**config.mk**
```make
export PLATFORM = sky130hd
export DESIGN_NAME = div_io_seq
export DESIGN_NICKNAME = d
export VERILOG_FILES = /design/src/rtl/div_io_seq.sv
export SDC_FILE = /design/constraint.sdc
export NUM_CORES = 1
export LEC_CHECK = 0
export ABC_AREA = 1
export BUFFER_PORTS_ARGS = -buffer_cell sky130_fd_sc_hd__buf_2
export CAP_MARGIN = 0
export CORE_AREA = 5 5 116 118
export CTS_BUF_LIST = sky130_fd_sc_hd__clkbuf_8
export DETAILED_ROUTE_END_ITERATION = 10
export DIE_AREA = 0 0 121 123
export PLACE_DENSITY = 0.82
export SETUP_SLACK_MARGIN = 0.05
export SLEW_MARGIN = 30
export SYNTH_ARGS = -nofsm -noshare
export SYNTH_HDL_FRONTEND = slang
export SYNTH_SLANG_ARGS = --single-unit
```
**constraint.sdc**
```tcl
create_clock -name clk -period 2 [get_ports clk]
set_clock_uncertainty 0.1 [all_clocks]
set_input_delay 0.2 -clock clk [delete_from_list [all_inputs] [get_ports clk]]
set_output_delay 0.2 -clock clk [all_outputs]
set_load 0.05 [all_outputs]
```
**src/rtl/div_io_seq.sv**
```systemverilog
// Byte-serial sequencer between the pad interface and the divider core: gathers two
// operands, starts the core, waits for completion or timeout, streams the result out.
module div_io_seq #(
  parameter int WIDTH   = 32,
  parameter int TIMEOUT = 64,
  parameter int TO_W    = 7
) (
  input  logic             clk,
  input  logic             rst_n,
  input  logic             push_in,
  input  logic [7:0]       data_in_in,
  input  logic             sign,
  input  logic             select,
  output logic             div_start,
  output logic             div_mode,
  output logic             div_sign,
  output logic [WIDTH-1:0] div_opa,
  output logic [WIDTH-1:0] div_opb,
  input  logic             div_done,
  input  logic [WIDTH-1:0] div_quo,
  input  logic [WIDTH-1:0] div_rem,
  input  logic             div_sign_res,
  output logic [7:0]       data_out_out,
  output logic             sign_out,
  output logic             pull_out,
  output logic             busy,
  output logic             timeout_err
);

  localparam int NB     = WIDTH / 8;
  localparam int NBYTES = 2 * NB;
  localparam int CW     = $clog2(NBYTES + 1);

  localparam logic [2:0] S_IDLE  = 3'd0;
  localparam logic [2:0] S_LOAD  = 3'd1;
  localparam logic [2:0] S_START = 3'd2;
  localparam logic [2:0] S_WAIT  = 3'd3;
  localparam logic [2:0] S_SEND  = 3'd4;

  logic [2:0]         state;
  logic [CW-1:0]      cnt;
  logic [TO_W-1:0]    timer;
  logic [2*WIDTH-1:0] ops;
  logic [2*WIDTH-1:0] ops_next;
  logic [2*WIDTH-1:0] res;
  logic [7:0]         send_byte;
  logic [CW-1:0]      send_total;
  logic               last_load;
  logic               timer_expired;

  assign div_opa = ops[WIDTH-1:0];
  assign div_opb = ops[2*WIDTH-1:WIDTH];

  // cnt is the byte index for both loading and sending; the loops keep every
  // part-select constant so the index width never has to match the vector width.
  always_comb begin
    ops_next  = ops;
    send_byte = 8'h00;
    for (int i = 0; i < NBYTES; i++) begin
      if (cnt == CW'(i)) begin
        ops_next[i*8 +: 8] = data_in_in;
        send_byte          = res[i*8 +: 8];
      end
    end
  end

  assign send_total    = div_mode ? CW'(NB) : CW'(NBYTES);
  assign last_load     = (cnt == CW'(NBYTES - 1));
  assign timer_expired = (timer == TO_W'(TIMEOUT - 1));

  always_ff @(posedge clk) begin
    if (!rst_n) begin
      // NOTE: the operand and result registers are reset along with the control
      // state so an aborted load can never leak bytes into the next operation.
      state        <= S_IDLE;
      cnt          <= '0;
      timer        <= '0;
      ops          <= '0;
      res          <= '0;
      div_start    <= 1'b0;
      div_mode     <= 1'b0;
      div_sign     <= 1'b0;
      data_out_out <= 8'h00;
      sign_out     <= 1'b0;
      pull_out     <= 1'b0;
      busy         <= 1'b0;
      timeout_err  <= 1'b0;
    end else begin
      // NOTE: default-low here makes div_start a single-cycle pulse without
      // needing an explicit clear in every state.
      div_start <= 1'b0;
      case (state)
        S_IDLE: begin
          if (push_in) begin
            ops      <= ops_next;
            div_mode <= select;
            div_sign <= sign;
            cnt      <= CW'(1);
            state    <= S_LOAD;
          end
        end
        S_LOAD: begin
          if (push_in) begin
            ops <= ops_next;
            if (last_load) begin
              cnt         <= '0;
              timer       <= '0;
              div_start   <= 1'b1;
              busy        <= 1'b1;
              timeout_err <= 1'b0;
              state       <= S_START;
            end else begin
              cnt <= cnt + 1'b1;
            end
          end
        end
        S_START: begin
          // Counting the START cycle puts the abort exactly TIMEOUT cycles after div_start.
          timer <= timer + 1'b1;
          state <= S_WAIT;
        end
        S_WAIT: begin
          if (div_done) begin
            res          <= {div_rem, div_quo};
            data_out_out <= div_quo[7:0];
            sign_out     <= div_sign_res;
            pull_out     <= 1'b1;
            cnt          <= CW'(1);
            state        <= S_SEND;
          end else if (timer_expired) begin
            timeout_err <= 1'b1;
            busy        <= 1'b0;
            state       <= S_IDLE;
          end else begin
            timer <= timer + 1'b1;
          end
        end
        S_SEND: begin
          if (cnt == send_total) begin
            data_out_out <= 8'h00;
            sign_out     <= 1'b0;
            pull_out     <= 1'b0;
            busy         <= 1'b0;
            cnt          <= '0;
            state        <= S_IDLE;
          end else begin
            data_out_out <= send_byte;
            cnt          <= cnt + 1'b1;
          end
        end
        default: begin
          data_out_out <= 8'h00;
          sign_out     <= 1'b0;
          pull_out     <= 1'b0;
          busy         <= 1'b0;
          cnt          <= '0;
          state        <= S_IDLE;
        end
      endcase
    end
  end

endmodule

```
Word level (Yosys, flattened, before mapping)
Cells that the tools add are included.
- register bits: 157
- bits of input ports: 79
- logic and storage cells: 118
- add/sub/neg operators: 2
- equality and inequality tests: 22
- mux-type cells: 46
- bitwise logic cells: 3
- reduce and logical (&&, ||, !) cells: 25
- operators with widths (kind ; number):
    two-way mux 8 bit ; 10
    AND reduction 3 bit ; 10
    two-way mux 7 bit ; 4
    two-way mux 4 bit ; 6
    case mux 8 bit (3 select lines) ; 1
    case mux 7 bit (3 select lines) ; 1
    case mux 4 bit (5 select lines) ; 1
    two-way mux 3 bit ; 6
    == test 4 x 3 -> 1 bit (second input constant) ; 4
    != test 2 bit (second input constant) ; 8
    case mux 3 bit (5 select lines) ; 1
    AND reduction 5 bit ; 3
    two-way mux 1 bit ; 12
    == test 4 x 2 -> 1 bit (second input constant) ; 2
    adder 7 x 1 -> 7 bit (second input constant) ; 1
    == test 7 x 6 -> 1 bit (second input constant) ; 1
    == test 3 x 2 -> 1 bit (second input constant) ; 2
    case mux 1 bit (3 select lines) ; 2
    AND reduction 2 bit ; 3
    AND reduction 6 bit ; 1
    adder 4 x 1 -> 4 bit (second input constant) ; 1
    == test 4 x 1 -> 1 bit (second input constant) ; 1
    == test 4 bit ; 1
    logical NOT 4 bit ; 1
    12 further kinds ; 15

Logic depth before layout (Yosys ltp)
- depth after elaboration: 11
- mapped depth: 15

Least setup slack after synthesis
Ideal clock, no wire load.
- path type: reg2reg
- start: register cnt[0]
- end: register data_out_out[4]
- setup time: 136 ps
- arrival time: 1552 ps
- slack: 211 ps
- stages on the path, launching flop included: 15
- buffers on the path: 2
- cells stage by stage: dfxtp_1 > ha_1 > buf_2 > clkbuf_1 > nor2_1 > nand3_1 > nand3_1 > nand2_1 > nand4_1 > nand2_1 > nand2_1 > nand2_1 > nand2_1 > nand2_1 > a21oi_2
- longest elaborated chain between the ends: 11
- elaborated cells between the ends (all ways): 19
- classes of those cells: eq/ne: 8; mux: 10; reduce/logical: 1
- RTL lines (element ; line ; RTL):
    start, declared ; 41 ; logic [CW-1:0] cnt;
    start signal, assigned ; 113 ; cnt <= cnt + 1'b1;
    start signal, assigned ; 148 ; cnt <= cnt + 1'b1;
    logical NOT 4 bit ; 60 ; if (cnt == CW'(i)) begin
    two-way mux 8 bit (8 in a row) ; 60 ;
    two-way mux 8 bit (*) ; 139 ; if (cnt == send_total) begin
    case mux 8 bit (3 select lines) (*) ; 92 ; case (state)
    end signal, assigned ; 125 ; data_out_out <= div_quo[7:0];
    end signal, assigned ; 147 ; data_out_out <= send_byte;
    end, declared ; 23 ; output logic [7:0] data_out_out,
Every way passes the cells marked *; elsewhere a longest branch is shown, timed or not.
A chain may end at the register's enable or synchronous reset.

Worst setup path in the final report
- start: register cnt[0]
- end: register data_out_out[7]
Same word-level chain as after synthesis.

==> impl_metrics.toml <==
[grt]
grt_use_total_pct = 28.5
grt_pass1_vias = 6733
antenna_found_initial = 1
grt_pass1_wl_um = 33500
grt_max_degree = 108
grt_overflow = 0

[synthesis]
syn_area_um2 = 6750
yosysWarnings = 0
synth_compound_area_share_pct = 18.2
synth_cells = 935
synth_top_family_by_area = "simple AND/OR/NAND/NOR gates"
synth_fa_ha_area_share_pct = 0.927
ys_types = 30
synth-main-ff-cell = "dfxtp_1"
ys_ff_latch = 157
muxShareOfSynthArea_pct = 0
synth.area.top_cells = "dfxtp_1, nand2_1, o21ai_0"
synth_nets = 1019
syn_avg_cell_area_um2 = 7.22
synth-xor-area-share_pct = 0
synth_top_cell_by_area = "dfxtp_1"
synth_simple_gate_area_share_pct = 25.8
postSynth.asyncResetShare_pct = 0
netlist.area_leader.share_pct = 46.6
synth_edf_count = 0
ys_seq_area_share_pct = 46.6

[setup_path]
critical_path_class = "reg2reg"
worstRegToRegCells = 11
max_stage_delay_ns = 0.38
cp.required_ns = 2.29
crit_start = "cnt[0]"
cpMostUsedCell = "nand2_1"
rrSetupSlack_ns = 0.16
cp_num_cells = 11
reg2reg_from = "cnt[0]"
crit_fanout = 12
crit_family = "compound AO/OA/AOI/OAI gates"
crit_path_end = "data_out_out[7]"
worstSetupStartpointType = "flip-flop"
crit_buf_inv = 3
cp-end-kind = "flip-flop"
critPathArrivalTime_ns = 2.13
path_cells = "inv_1 -> ha_1 -> inv_1 -> a21oi_2 -> nor2_4 -> inv_2 -> a21oi_1 -> nand2_1 -> nand2_1 -> nand2_1 -> a21oi_1"
r2r-end = "data_out_out[7]"
critPathSlowestCell = "dfxtp_2"

[layout]
final_cells = 1357
drive_gt1_share_pct = 24.5
fillers = 987
diodes = 0
mostFrequentLayoutCell = "nand2_1"
layout_common_cells = "nand2_1, buf_2, dfxtp_1, nor2_1, o21ai_0"
syn_to_final_growth_pct = 32.0
fin_nets = 1256

[clock_network]
cts_tree = "done"
cts_htree_levels = 4
cts_sinks = 157
cts_buffers = 17
clock_latency_ns = 0.45
root_buffer = "clkbuf_8"
clk_pin_slew_ns = 0.08
clockBufferDepth = 2

[sta]
max_freq_mhz = 543
slew_headroom_pct = 66.4
hold_viol = 0
finalSetupViolCount = 0
timing.final.crit_share_pct = 92.0
tightest_slew_ns = 0.504
slew_viol_final = 0
fin_tns_setup_ns = 0
period_needed_ns = 1.84
rsz0062_at_grt = "true"

[run]
drv_cap = 0

[route]
first_pass_iters = 6
antenna_left = 0
vias = 7048
drc = 0
wirelength_um = 21100
drtIter0Drc = 579
viasPerCell = 5.19
wire_per_inst_um = 15.5

[die]
die_y_um = 123
fp.coreArea_um2 = 12400
io_pins = 158
start_util_pct = 54.6
fp.dieArea_um2 = 14900
rows = 41
die_x_um = 121

[worst_hold_path]
min_path_type = "in2reg"

[pwr]
leakage_nw = 3.97
ir_drop_mv = 0.516
power_density_nw_per_um2 = 676

[placed_design]
gp_congestion = 0.919
hpwlAfterDp_um = 13900
dp.cells = 1246
io_buffers = 157

[status]
status = "finished clean"
[tightest hold or removal path, cell delays in order]
cell	delay [ns]
buf_2	0.17
nor2_1	0.11
nor2_1	0.05
[Yosys cell counts (2+ instances only)]
library cell	instances
nor2_4	8
clkbuf_1	29
ha_1	5
nor2_2	14
buf_2	2
a21oi_1	95
a211oi_1	3
nand4_1	9
dfxtp_1	157
nand2_1	161
a21oi_2	13
o21ai_0	115
nand2_4	4
nand3_1	37
buf_1	2
nand3_2	2
nor3_1	3
nand2_2	5
buf_6	4
inv_2	18
o21ai_1	7
inv_1	84
buf_4	2
nor2_1	150
[where the power goes]
group          internal (mW)  switching, mW  leakage, nW
Clock                  0.991           1.16        0.190
Sequential              3.16         0.0258         1.27
Combinational          0.261          0.425         2.51
[worst min-delay path by stage]
stage	slack, ns	start	cells past startpoint	endpoint
finish	0.02	data_in_in[5]	3	ops[53]
floorplan	0.23	data_in_in[0]	2	ops[56]
detailed placement	0.34	res[51]	2	res[51]
global route	0.002	data_in_in[5]	3	ops[53]
CTS	0.001	data_in_in[5]	3	ops[53]
global placement	0.33	res[51]	2	res[51]
[state kept, by name, summed over array words and instances, names as in the netlist]
name	count
ops	64
div_start	1
div_sign	1
timer	7
cnt	4
data_out_out	8
busy	1
res	64
sign_out	1
div_mode	1
timeout_err	1
state	3
pull_out	1
[logic make-up (layout without fill, tap and decap cells)]
family,Yosys count,count (layout)
flip-flops,157,157
AO/OA/AOI/OAI,234,234
AND/OR/NAND/NOR,397,397
adder cells (fa/ha/maj),5,5
buffers and inverters,142,392
[stage by stage]
| stage | power [mW] | hold WS (ns) | area, um2 | setup WS (ns) | utilization (%) |
|---|---|---|---|---|---|
| 6_report | 6.03 | 0.0224 | 8910 | 0.160 | 72.1 |
| 5_1_grt | 6.28 | 0.00227 | 8910 | 0.000907 | 72.1 |
| 4_1_cts | 6.03 | 0.00103 | 8810 | 0.0785 | 71.3 |
| 3_5_place_dp | 3.82 | 0.340 | 7730 | 0.0393 | 62.6 |
| 3_3_place_gp | 3.81 | 0.334 | 7730 | 0.0746 | 62.6 |
| 2_1_floorplan | 3.61 | 0.235 | 6750 | 0.211 | - |
[area by class of cell]
cell class | instances | area [um2] | share of cell area, %
inverters | 103 | 398 | 4.47
clock buffers | 18 | 248 | 2.78
flip-flops and latches | 157 | 3150 | 35.3
repair buffers | 257 | 1740 | 19.5
multi-input cells | 636 | 3060 | 34.3
clock inverters | 14 | 105 | 1.18
well taps | 172 | 215 | 2.42
[metal layers]
layer | wire, um | up-vias | global-route usage (%)
li1 | - | 3476 | -
met3 | 1980 | 55 | 10.1
met5 | 15 | - | 0
met1 | 8530 | 3214 | 35.1
met4 | 671 | 2 | 10.5
met2 | 9860 | 301 | 46.3
[what timing repair did]
item	in CTS	in global routing
endpoints found under the setup margin	1	32
hold endpoints to repair	88	1
gates resized for setup	1	14
hold buffers	72	1
setup buffers	0	6
pin swaps	0	3
Note: power is estimated with default switching activity, not from simulation.
